==> config.mk <==
export PLATFORM = sky130hd
export DESIGN_NAME = avmm_mmio_arbiter_flat
export DESIGN_NICKNAME = d
export VERILOG_FILES = /design/src/rtl/avmm_mmio_arbiter_if.sv /design/src/rtl/avmm_mmio_arbiter.sv /design/src/flat_wrapper.sv
export SDC_FILE = /design/constraint.sdc
export NUM_CORES = 1
export LEC_CHECK = 0
export ABC_AREA = 1
export BUFFER_PORTS_ARGS = -buffer_cell sky130_fd_sc_hd__buf_2
export CORE_AREA = 2 2 183 185
export CTS_CLUSTER_DIAMETER = 40
export DETAILED_ROUTE_END_ITERATION = 6
export DIE_AREA = 0 0 185 187
export GPL_TIMING_DRIVEN = 0
export PLACE_DENSITY = 0.49
export REMOVE_ABC_BUFFERS = 1
export SLEW_MARGIN = 20
export SYNTH_ARGS = -nofsm -noshare
export SYNTH_HDL_FRONTEND = slang
export SYNTH_SLANG_ARGS = --single-unit
==> constraint.sdc <==
create_clock -name clk -period 3.6 [get_ports clk]
set_input_delay 0.72 -clock clk [delete_from_list [all_inputs] [get_ports clk]]
set_output_delay 0.72 -clock clk [all_outputs]
set_load 0.05 [all_outputs]
==> src/rtl/avmm_mmio_arbiter_if.sv <==
// rtl/avmm_mmio_arbiter_if.sv - Avalon-MM command/response bundle
// Purpose: one Avalon-MM port (command + read response) with directional views.
// Ports:   master modport drives address/read/write/writedata/byteenable and
//          receives waitrequest/readdata/readdatavalid; slave modport is the mirror.
interface avmm_mmio_arbiter_if #(
   parameter int DATA_WIDTH = 64,
   parameter int ADDR_WIDTH = 18
);
   logic [ADDR_WIDTH-1:0]   address;
   logic                    read;
   logic                    write;
   logic [DATA_WIDTH-1:0]   writedata;
   logic [DATA_WIDTH/8-1:0] byteenable;
   logic                    waitrequest;
   logic [DATA_WIDTH-1:0]   readdata;
   logic                    readdatavalid;

   modport master (
      output address, read, write, writedata, byteenable,
      input  waitrequest, readdata, readdatavalid
   );

   modport slave (
      input  address, read, write, writedata, byteenable,
      output waitrequest, readdata, readdatavalid
   );
endinterface

==> src/rtl/avmm_mmio_arbiter.sv <==
// rtl/avmm_mmio_arbiter.sv - two-master round-robin Avalon-MM arbiter with read-order tracking
// Purpose: shares one Avalon-MM slave between two masters; round-robin grant, grant
//          locked while the slave stalls, read responses routed back in order via a
//          master-ID FIFO, sticky flag on responses with nothing outstanding.
// Ports:   clk, reset_n (async, active-low)
//          m0, m1    : master-facing Avalon-MM ports (slave modport)
//          s         : slave-facing Avalon-MM port (master modport)
//          rsp_error : sticky, set by a read response with no read outstanding
module avmm_mmio_arbiter #(
   parameter int DATA_WIDTH  = 64,
   parameter int ADDR_WIDTH  = 18,
   parameter int MAX_PENDING = 16
) (
   input  logic                 clk,
   input  logic                 reset_n,
   avmm_mmio_arbiter_if.slave   m0,
   avmm_mmio_arbiter_if.slave   m1,
   avmm_mmio_arbiter_if.master  s,
   output logic                 rsp_error
);

   localparam int PTR_W = $clog2(MAX_PENDING);
   localparam int CNT_W = PTR_W + 1;
   localparam int BE_W  = DATA_WIDTH / 8;

   typedef enum logic {
      ST_OPEN   = 1'b0,
      ST_LOCKED = 1'b1
   } lock_state_e;

   lock_state_e             state_q, state_d;
   logic                    lock_id_q, lock_id_d;
   logic                    prio_q, prio_d;
   logic [CNT_W-1:0]        pend_q, pend_d;
   logic [PTR_W-1:0]        wr_ptr_q, wr_ptr_d;
   logic [PTR_W-1:0]        rd_ptr_q, rd_ptr_d;
   logic [MAX_PENDING-1:0]  order_q, order_d;
   logic                    rsp_error_q, rsp_error_d;

   logic                    req0, req1, elig0, elig1, slot_free;
   logic                    gnt_vld, gnt_id, gnt_rd, accept;
   logic                    pend_nz, push, pop, rsp_id;
   logic [ADDR_WIDTH-1:0]   gnt_addr;
   logic [DATA_WIDTH-1:0]   gnt_wdata;
   logic [BE_W-1:0]         gnt_be;

   always_comb begin
      req0      = m0.read | m0.write;
      req1      = m1.read | m1.write;
      // A response in flight this cycle frees a slot in time for a new read.
      slot_free = (pend_q != CNT_W'(MAX_PENDING)) | s.readdatavalid;
      elig0     = req0 & (~m0.read | slot_free);
      elig1     = req1 & (~m1.read | slot_free);

      if (state_q == ST_LOCKED) begin
         gnt_id  = lock_id_q;
         gnt_vld = lock_id_q ? req1 : req0;
      end else begin
         gnt_id  = (elig0 & elig1) ? prio_q : elig1;
         gnt_vld = elig0 | elig1;
      end
      // Nothing reaches the slave while reset is asserted.
      gnt_vld   = gnt_vld & reset_n;

      // read+write together is treated as a read.
      gnt_rd    = gnt_id ? m1.read      : m0.read;
      gnt_addr  = gnt_id ? m1.address   : m0.address;
      gnt_wdata = gnt_id ? m1.writedata : m0.writedata;
      gnt_be    = gnt_id ? m1.byteenable : m0.byteenable;

      s.address    = gnt_addr;
      s.writedata  = gnt_wdata;
      s.byteenable = gnt_be;
      s.read       = gnt_vld & gnt_rd;
      s.write      = gnt_vld & ~gnt_rd;

      accept         = gnt_vld & ~s.waitrequest;
      m0.waitrequest = ~(accept & ~gnt_id);
      m1.waitrequest = ~(accept & gnt_id);

      pend_nz = (pend_q != '0);
      push    = accept & gnt_rd;
      pop     = s.readdatavalid & pend_nz & reset_n;
      rsp_id  = order_q[rd_ptr_q];

      m0.readdatavalid = pop & ~rsp_id;
      m1.readdatavalid = pop & rsp_id;
      m0.readdata      = s.readdata;
      m1.readdata      = s.readdata;

      state_d   = state_q;
      lock_id_d = lock_id_q;
      case (state_q)
         ST_OPEN: begin
            if (gnt_vld & s.waitrequest) begin
               state_d   = ST_LOCKED;
               lock_id_d = gnt_id;
            end
         end
         ST_LOCKED: begin
            // Leave on acceptance, or if the held master withdrew its command.
            if (!(gnt_vld & s.waitrequest)) state_d = ST_OPEN;
         end
         default: state_d = ST_OPEN;
      endcase

      prio_d   = accept ? ~gnt_id : prio_q;
      order_d  = order_q;
      wr_ptr_d = wr_ptr_q;
      rd_ptr_d = rd_ptr_q;
      if (push) begin
         order_d[wr_ptr_q] = gnt_id;
         wr_ptr_d          = wr_ptr_q + 1'b1;
      end
      if (pop) rd_ptr_d = rd_ptr_q + 1'b1;

      pend_d = pend_q;
      case ({push, pop})
         2'b10:   pend_d = pend_q + 1'b1;
         2'b01:   pend_d = pend_q - 1'b1;
         default: pend_d = pend_q;
      endcase

      rsp_error_d = rsp_error_q | (s.readdatavalid & ~pend_nz);
      rsp_error   = rsp_error_q;
   end

   always_ff @(posedge clk or negedge reset_n) begin
      if (!reset_n) begin
         state_q     <= ST_OPEN;
         lock_id_q   <= 1'b0;
         prio_q      <= 1'b0;
         pend_q      <= '0;
         wr_ptr_q    <= '0;
         rd_ptr_q    <= '0;
         order_q     <= '0;
         rsp_error_q <= 1'b0;
      end else begin
         state_q     <= state_d;
         lock_id_q   <= lock_id_d;
         prio_q      <= prio_d;
         pend_q      <= pend_d;
         wr_ptr_q    <= wr_ptr_d;
         rd_ptr_q    <= rd_ptr_d;
         order_q     <= order_d;
         rsp_error_q <= rsp_error_d;
      end
   end

endmodule

==> src/flat_wrapper.sv <==
// flat-port wrapper written by rule: the top's interface ports become plain ports
module avmm_mmio_arbiter_flat 
#(
   parameter int DATA_WIDTH  = 64,
   parameter int ADDR_WIDTH  = 18,
   parameter int MAX_PENDING = 16
)
  (clk, reset_n, rsp_error, m0_address, m0_read, m0_write, m0_writedata, m0_byteenable, m0_waitrequest, m0_readdata, m0_readdatavalid, m1_address, m1_read, m1_write, m1_writedata, m1_byteenable, m1_waitrequest, m1_readdata, m1_readdatavalid, s_address, s_read, s_write, s_writedata, s_byteenable, s_waitrequest, s_readdata, s_readdatavalid);
  avmm_mmio_arbiter_if #(.DATA_WIDTH(DATA_WIDTH), .ADDR_WIDTH(ADDR_WIDTH)) m0_i ();
  avmm_mmio_arbiter_if #(.DATA_WIDTH(DATA_WIDTH), .ADDR_WIDTH(ADDR_WIDTH)) m1_i ();
  avmm_mmio_arbiter_if #(.DATA_WIDTH(DATA_WIDTH), .ADDR_WIDTH(ADDR_WIDTH)) s_i ();
  input  logic clk;
  input  logic reset_n;
  output logic rsp_error;
  input wire logic [$bits(m0_i.address)-1:0] m0_address;
  input wire logic [$bits(m0_i.read)-1:0] m0_read;
  input wire logic [$bits(m0_i.write)-1:0] m0_write;
  input wire logic [$bits(m0_i.writedata)-1:0] m0_writedata;
  input wire logic [$bits(m0_i.byteenable)-1:0] m0_byteenable;
  output wire logic [$bits(m0_i.waitrequest)-1:0] m0_waitrequest;
  output wire logic [$bits(m0_i.readdata)-1:0] m0_readdata;
  output wire logic [$bits(m0_i.readdatavalid)-1:0] m0_readdatavalid;
  input wire logic [$bits(m1_i.address)-1:0] m1_address;
  input wire logic [$bits(m1_i.read)-1:0] m1_read;
  input wire logic [$bits(m1_i.write)-1:0] m1_write;
  input wire logic [$bits(m1_i.writedata)-1:0] m1_writedata;
  input wire logic [$bits(m1_i.byteenable)-1:0] m1_byteenable;
  output wire logic [$bits(m1_i.waitrequest)-1:0] m1_waitrequest;
  output wire logic [$bits(m1_i.readdata)-1:0] m1_readdata;
  output wire logic [$bits(m1_i.readdatavalid)-1:0] m1_readdatavalid;
  output wire logic [$bits(s_i.address)-1:0] s_address;
  output wire logic [$bits(s_i.read)-1:0] s_read;
  output wire logic [$bits(s_i.write)-1:0] s_write;
  output wire logic [$bits(s_i.writedata)-1:0] s_writedata;
  output wire logic [$bits(s_i.byteenable)-1:0] s_byteenable;
  input wire logic [$bits(s_i.waitrequest)-1:0] s_waitrequest;
  input wire logic [$bits(s_i.readdata)-1:0] s_readdata;
  input wire logic [$bits(s_i.readdatavalid)-1:0] s_readdatavalid;
  assign m0_i.address = m0_address;
  assign m0_i.read = m0_read;
  assign m0_i.write = m0_write;
  assign m0_i.writedata = m0_writedata;
  assign m0_i.byteenable = m0_byteenable;
  assign m0_waitrequest = m0_i.waitrequest;
  assign m0_readdata = m0_i.readdata;
  assign m0_readdatavalid = m0_i.readdatavalid;
  assign m1_i.address = m1_address;
  assign m1_i.read = m1_read;
  assign m1_i.write = m1_write;
  assign m1_i.writedata = m1_writedata;
  assign m1_i.byteenable = m1_byteenable;
  assign m1_waitrequest = m1_i.waitrequest;
  assign m1_readdata = m1_i.readdata;
  assign m1_readdatavalid = m1_i.readdatavalid;
  assign s_address = s_i.address;
  assign s_read = s_i.read;
  assign s_write = s_i.write;
  assign s_writedata = s_i.writedata;
  assign s_byteenable = s_i.byteenable;
  assign s_i.waitrequest = s_waitrequest;
  assign s_i.readdata = s_readdata;
  assign s_i.readdatavalid = s_readdatavalid;
  avmm_mmio_arbiter #(.DATA_WIDTH(DATA_WIDTH), .ADDR_WIDTH(ADDR_WIDTH), .MAX_PENDING(MAX_PENDING)) u_core (.clk(clk), .reset_n(reset_n), .m0(m0_i), .m1(m1_i), .s(s_i), .rsp_error(rsp_error));
endmodule
* Word level (Yosys, flattened, before mapping)
Cells that the tools add are included.
** Word-level totals
- Word-level logic and storage cells :: 70
- Memories :: 0
- Bits in read-only memories :: 0
- RAM bits :: 0
- Input bits :: 252
- Latch bits :: 0
- Flip-flop bits (word level) :: 33
- Output and inout bits :: 225
** Cells by class
- Shifts and indexed selects :: 0
- $add $sub $neg :: 4
- Multiply operators :: 0
- Reduce and logical (&&, ||, !) cells :: 4
- Muxes and demuxes :: 15
- Divide/modulo/power cells :: 0
- Magnitude comparators :: 3
- Bitwise logic cells :: 33
- Equality and inequality tests :: 3
** Operator list (count)
- 2-to-1 mux 64 bit :: 1
- 2-to-1 mux 18 bit :: 1
- AND 1 bit :: 16
- bitwise mux 16 bit :: 1
- less-than comparator 4 x 5 -> 1 bit (second input constant) :: 2
- inverter 1 bit :: 10
- case mux 5 bit (2 select lines) :: 1
- adder 4 x 1 -> 4 bit (second input constant) :: 2
- 2-to-1 mux 1 bit :: 8
- 2-to-1 mux 8 bit :: 1
- bitwise OR 1 bit :: 7
- adder 5 x 1 -> 5 bit (second input constant) :: 1
- inequality test 5 bit (second input constant) :: 1
- nonzero test 5 bit :: 1
- subtractor 5 x 1 -> 5 bit (second input constant) :: 1
- binary-select mux 1 bit (select 4 bit) :: 1
- demux 1 bit (select 4 bit) :: 1
- greater-or-equal comparator 4 x 1 -> 1 bit (second input constant) :: 1
- == test 2 x 1 -> 1 bit (second input constant) :: 1
- == test 2 bit (second input constant) :: 1
- AND reduction 2 bit :: 1
- nonzero test 2 bit :: 1
- logical AND 1 bit :: 1

* Depth between registers and ports, before layout
- Word-level depth :: 11
- Gate-level depth with buffers :: 20

* Worst setup path before layout
Ideal clock, no wire load.
- Kind :: input to output
- From :: input m0_read
- To :: output s_write
- Required time :: 2.880 ns
- Arrival time :: 2.219 ns
- Setup slack :: 0.661 ns
- Path buffers :: 1
- Cell stages on the path :: 7
- Path through :: or2_1 > nand3_1 > nand3_2 > nand2_1 > nand2_4 > buf_4 > nor2_1
** On the way
- Word-level cells in the longest chain between the ends :: 9
- Elaborated cells on any way between the ends :: 14
- Those cells by class :: mux: 5; bitwise: 9
** RTL lines
- start: declaration :: line flat_wrapper.sv:16 : input wire logic [$bits(m0_i.read)-1:0] m0_read;
- inverter 1 bit :: line avmm_mmio_arbiter.sv:52 : elig0 = req0 & (~m0.read | slot_free);
- bitwise OR 1 bit :: line avmm_mmio_arbiter.sv:52
- AND 1 bit :: line avmm_mmio_arbiter.sv:52
- AND 1 bit :: line avmm_mmio_arbiter.sv:59 : gnt_id = (elig0 & elig1) ? prio_q : elig1;
- 2-to-1 mux 1 bit :: line avmm_mmio_arbiter.sv:59
- 2-to-1 mux 1 bit :: line avmm_mmio_arbiter.sv:55 : if (state_q == ST_LOCKED) begin
- 2-to-1 mux 1 bit :: line avmm_mmio_arbiter.sv:66 : gnt_rd = gnt_id ? m1.read : m0.read;
- inverter 1 bit :: line avmm_mmio_arbiter.sv:75 : s.write = gnt_vld & ~gnt_rd;
- AND 1 bit (*) :: line avmm_mmio_arbiter.sv:75
- end: declaration :: line flat_wrapper.sv:33 : output wire logic [$bits(s_i.write)-1:0] s_write;
Every way passes the cells marked *; elsewhere a longest branch is shown, timed or not.

* Final worst setup path
- From :: input s_readdatavalid
- To :: output s_writedata[25]
** On the way
- Word-level cells in the longest chain between the ends :: 7
- Elaborated cells on any way between the ends :: 9
- Those cells by class :: mux: 3; bitwise: 6
** RTL lines
- start: declaration :: line flat_wrapper.sv:38 : input wire logic [$bits(s_i.readdatavalid)-1:0] s_readdatavalid;
- bitwise OR 1 bit (*) :: line avmm_mmio_arbiter.sv:51 : slot_free = (pend_q != CNT_W'(MAX_PENDING)) | s.readdatavalid;
- bitwise OR 1 bit, on equally long branches :: line avmm_mmio_arbiter.sv:52, avmm_mmio_arbiter.sv:53
- AND 1 bit, on equally long branches :: line avmm_mmio_arbiter.sv:52, avmm_mmio_arbiter.sv:53
- AND 1 bit :: line avmm_mmio_arbiter.sv:59
- 2-to-1 mux 1 bit (*) :: line avmm_mmio_arbiter.sv:59
- 2-to-1 mux 1 bit (*) :: line avmm_mmio_arbiter.sv:55
- 2-to-1 mux 64 bit (*) :: line avmm_mmio_arbiter.sv:68 : gnt_wdata = gnt_id ? m1.writedata : m0.writedata;
- end: declaration :: line flat_wrapper.sv:34 : output wire logic [$bits(s_i.writedata)-1:0] s_writedata;
Marked as above.

==> flow_summary.yaml <==
critical_path:
  cp_data_arrival_time_ns: 2.65
  crit_type: "input pin to output port"
  cp_max_fo: 76
  end_kind: "output port"
  ff2ff_path_depth: 19
  cp.required_ns: 2.88
  cp-start-kind: "input pin"
synth:
  netlist_instances: 686
  synth-edff-count: 0
  ys_warn_count: 0
  synth_most_common_cell: "nand2_1"
  yosysTopAreaCellShare: 0.314
  yosys.area.top_type: "nand2_1"
  synth_flop_cell: "dfrtp_1"
  synth_commonest_cells: "nand2_1, buf_4, dfrtp_1"
  ys_ff_latch: 33
  async_flop_share: 1.00
  syn_area_mm2: 0.00411
  yosysSeqAreaShare: 0.201
  avgSynthCellArea_um2: 6.00
  synth.area.top_cells: "nand2_1, buf_4, dfrtp_1, nand3_1, nand4_1"
  synthDistinctLibCells: 27
route:
  totalWireLength_um: 31200
  drc: 0
  dr.pass1.iters: 5
  first_iter_violations: 248
  route.antenna.remaining_nets: 0
  wl_per_cell_um: 24.4
  vias: 5018
  viasPerCell: 3.93
clock_network:
  path_clk_slew_ns: 0.05
  clock_latency_ns: 0.27
  cts_hold_buf: 0
  cts-root-buf: "clkbuf_16"
  clockBufferDepth: 2
  cts_max_level: 2
  tritoncts: "built"
  cts.sinks: 33
  cts_buffers: 5
sta:
  fmax_mhz: 297
  fin_crit_ns: 3.37
  worst_pin_slew_ns: 0.540
  fin_skew_ns: 0.00658
  setup_ws_ns: 0.229
  rsz0062_at_grt: "no"
  hold_violations: 0
  whs_ns: 0.453
  slew_violations: 0
  fin_crit_sh: 0.936
  setup_viol: 0
  finalSetupTns_ns: 0
  relSlewSlack: 0.640
job:
  drv_cap: 0
pwr:
  swShare: 0.625
  ir_worst_vdd_mv: 0.280
  p_int_mw: 1.47
  powerDensity_mw_per_mm2: 728
  clockPowerShare: 0.108
  power.switching_mw: 2.45
  p_seq_frac: 0.160
  total_power_mw: 3.92
  p_leak_nw: 3.09
  comb_power_share: 0.732
final_layout:
  final_cell_area_mm2: 0.00538
  drive_above_1_share: 0.373
  multi_input_area_mm2: 0.00213
  nets: 1090
  utilization: 0.164
  syn_to_final_growth_pct: 30.8
  seq_area_um2: 826
  fill_cells: 3911
  fin_cells: 1278
floorplanning:
  io_pins: 477
  die-area_mm2: 0.0346
  rows: 67
  chipWidth_um: 185
  coreArea_mm2: 0.0329
  initial_core_util: 0.125
  die_h_um: 187
min_path:
  hold_class: "input pin to asynchronous set/reset pin"
run_status:
  outcome: "completed"
placed_design:
  dp.cells: 1264
  dpl_cell_area_mm2: 0.00505
  dp_hpwl_um: 26600
  port-buffer-count: 284
  place_congestion: 0.834
  pre_cts_slack_ns: -0.457
grt:
  grt_pass1_vias: 4691
  antenna_found_initial: 4
  grt_use_total: 0.172
  grt_pass1_wl_um: 40400
  grt_max_degree: 77
  grt-ovfl-total: 0
[power by group through the flow]
stage	Clock (mW)	Combinational, mW	Sequential (mW)
after detailed placement	0	2.74	0.628
after global placement	0	2.71	0.625
after floorplan	0	1.80	0.607
final	0.422	2.87	0.628
after CTS	0.429	2.88	0.624
after global routing	0.437	3.09	0.646
[path summary, 6_finish.rpt]
kind / start / to / slack [ns]
worst min-delay path: reset_n / u_core.rd_ptr_q[3]$_DFFE_PN0P_ / 0.45
max in group asynchronous: reset_n / u_core.pend_q[1]$_DFFE_PN0P_ / 2.77
worst max-delay path: s_readdatavalid / s_writedata[25] / 0.23
worst max register to register: u_core.pend_q[2]$_DFFE_PN0P_ / u_core.pend_q[4]$_DFFE_PN0P_ / 0.32
worst min register to register: u_core.order_q[14]$_DFFE_PN0P_ / u_core.order_q[14]$_DFFE_PN0P_ / 0.47
min in group clk: u_core.order_q[14]$_DFFE_PN0P_ / u_core.order_q[14]$_DFFE_PN0P_ / 0.47
[kinds of logic after synthesis]
group | after synthesis | synth area share
adders and majority gates | 9 | 0.0274
DFF | 33 | 0.201
AOI/OAI and AO/OA | 24 | 0.0316
xor gates and xnor gates | 11 | 0.0234
buffers and inverters | 177 | 0.295
and+or+nand+nor | 432 | 0.422
[flip-flops by register name (all words and copies together), names as in the netlist]
name              count
u_core.lock_id_q      1
u_core.order_q       16
u_core.pend_q         5
u_core.prio_q         1
u_core.rd_ptr_q       4
u_core.rsp_error      1
u_core.state_q        1
u_core.wr_ptr_q       4
[per-layer routing]
metal / vias to the layer above / track usage / part of all wire
met3: 26 / 0.161 / 0.22
met2: 464 / 0.209 / 0.35
met5: - / 0.0786 / 0.012
met4: 16 / 0.0116 / 0.0031
li1: 2287 / - / -
met1: 2225 / 0.218 / 0.42
[area by class of cell]
| type | instances | share of cell area |
|---|---|---|
| diodes | 1 | 0.000465 |
| clock buffers | 7 | 0.0265 |
| repair buffers | 291 | 0.303 |
| flip-flops and latches | 33 | 0.153 |
| well taps | 448 | 0.104 |
| inverters | 20 | 0.0163 |
| multi-input cells | 478 | 0.396 |
[cells in the final DEF (no fill, tap or decap), types with 9 or more instances in the layout]
master,Yosys,final
nand3_1,28,27
buf_4,134,26
inv_1,18,18
ha_1,9,9
nand2_1,344,342
buf_2,19,258
dfrtp_1,33,33
o21ai_0,12,12
nand4_1,20,20
nor2_1,32,31
[critical path: stages]
cell     delay, ns
buf_2         0.12
nor2_2        0.16
nand4_1       0.16
nand3_2       0.20
nand3_4       0.09
buf_12        0.16
inv_12        0.14
buf_16        0.26
nand2_1       0.15
nand2_1       0.12
buf_2         0.28
[what timing repair did]
action	4_1_cts	5_1_grt
pin swaps	1	2
endpoints found under the setup margin	82	64
buffers inserted	2	1
gates resized for setup	30	5
cloned	2	1
No activity file was read; power rests on OpenSTA's default activity.
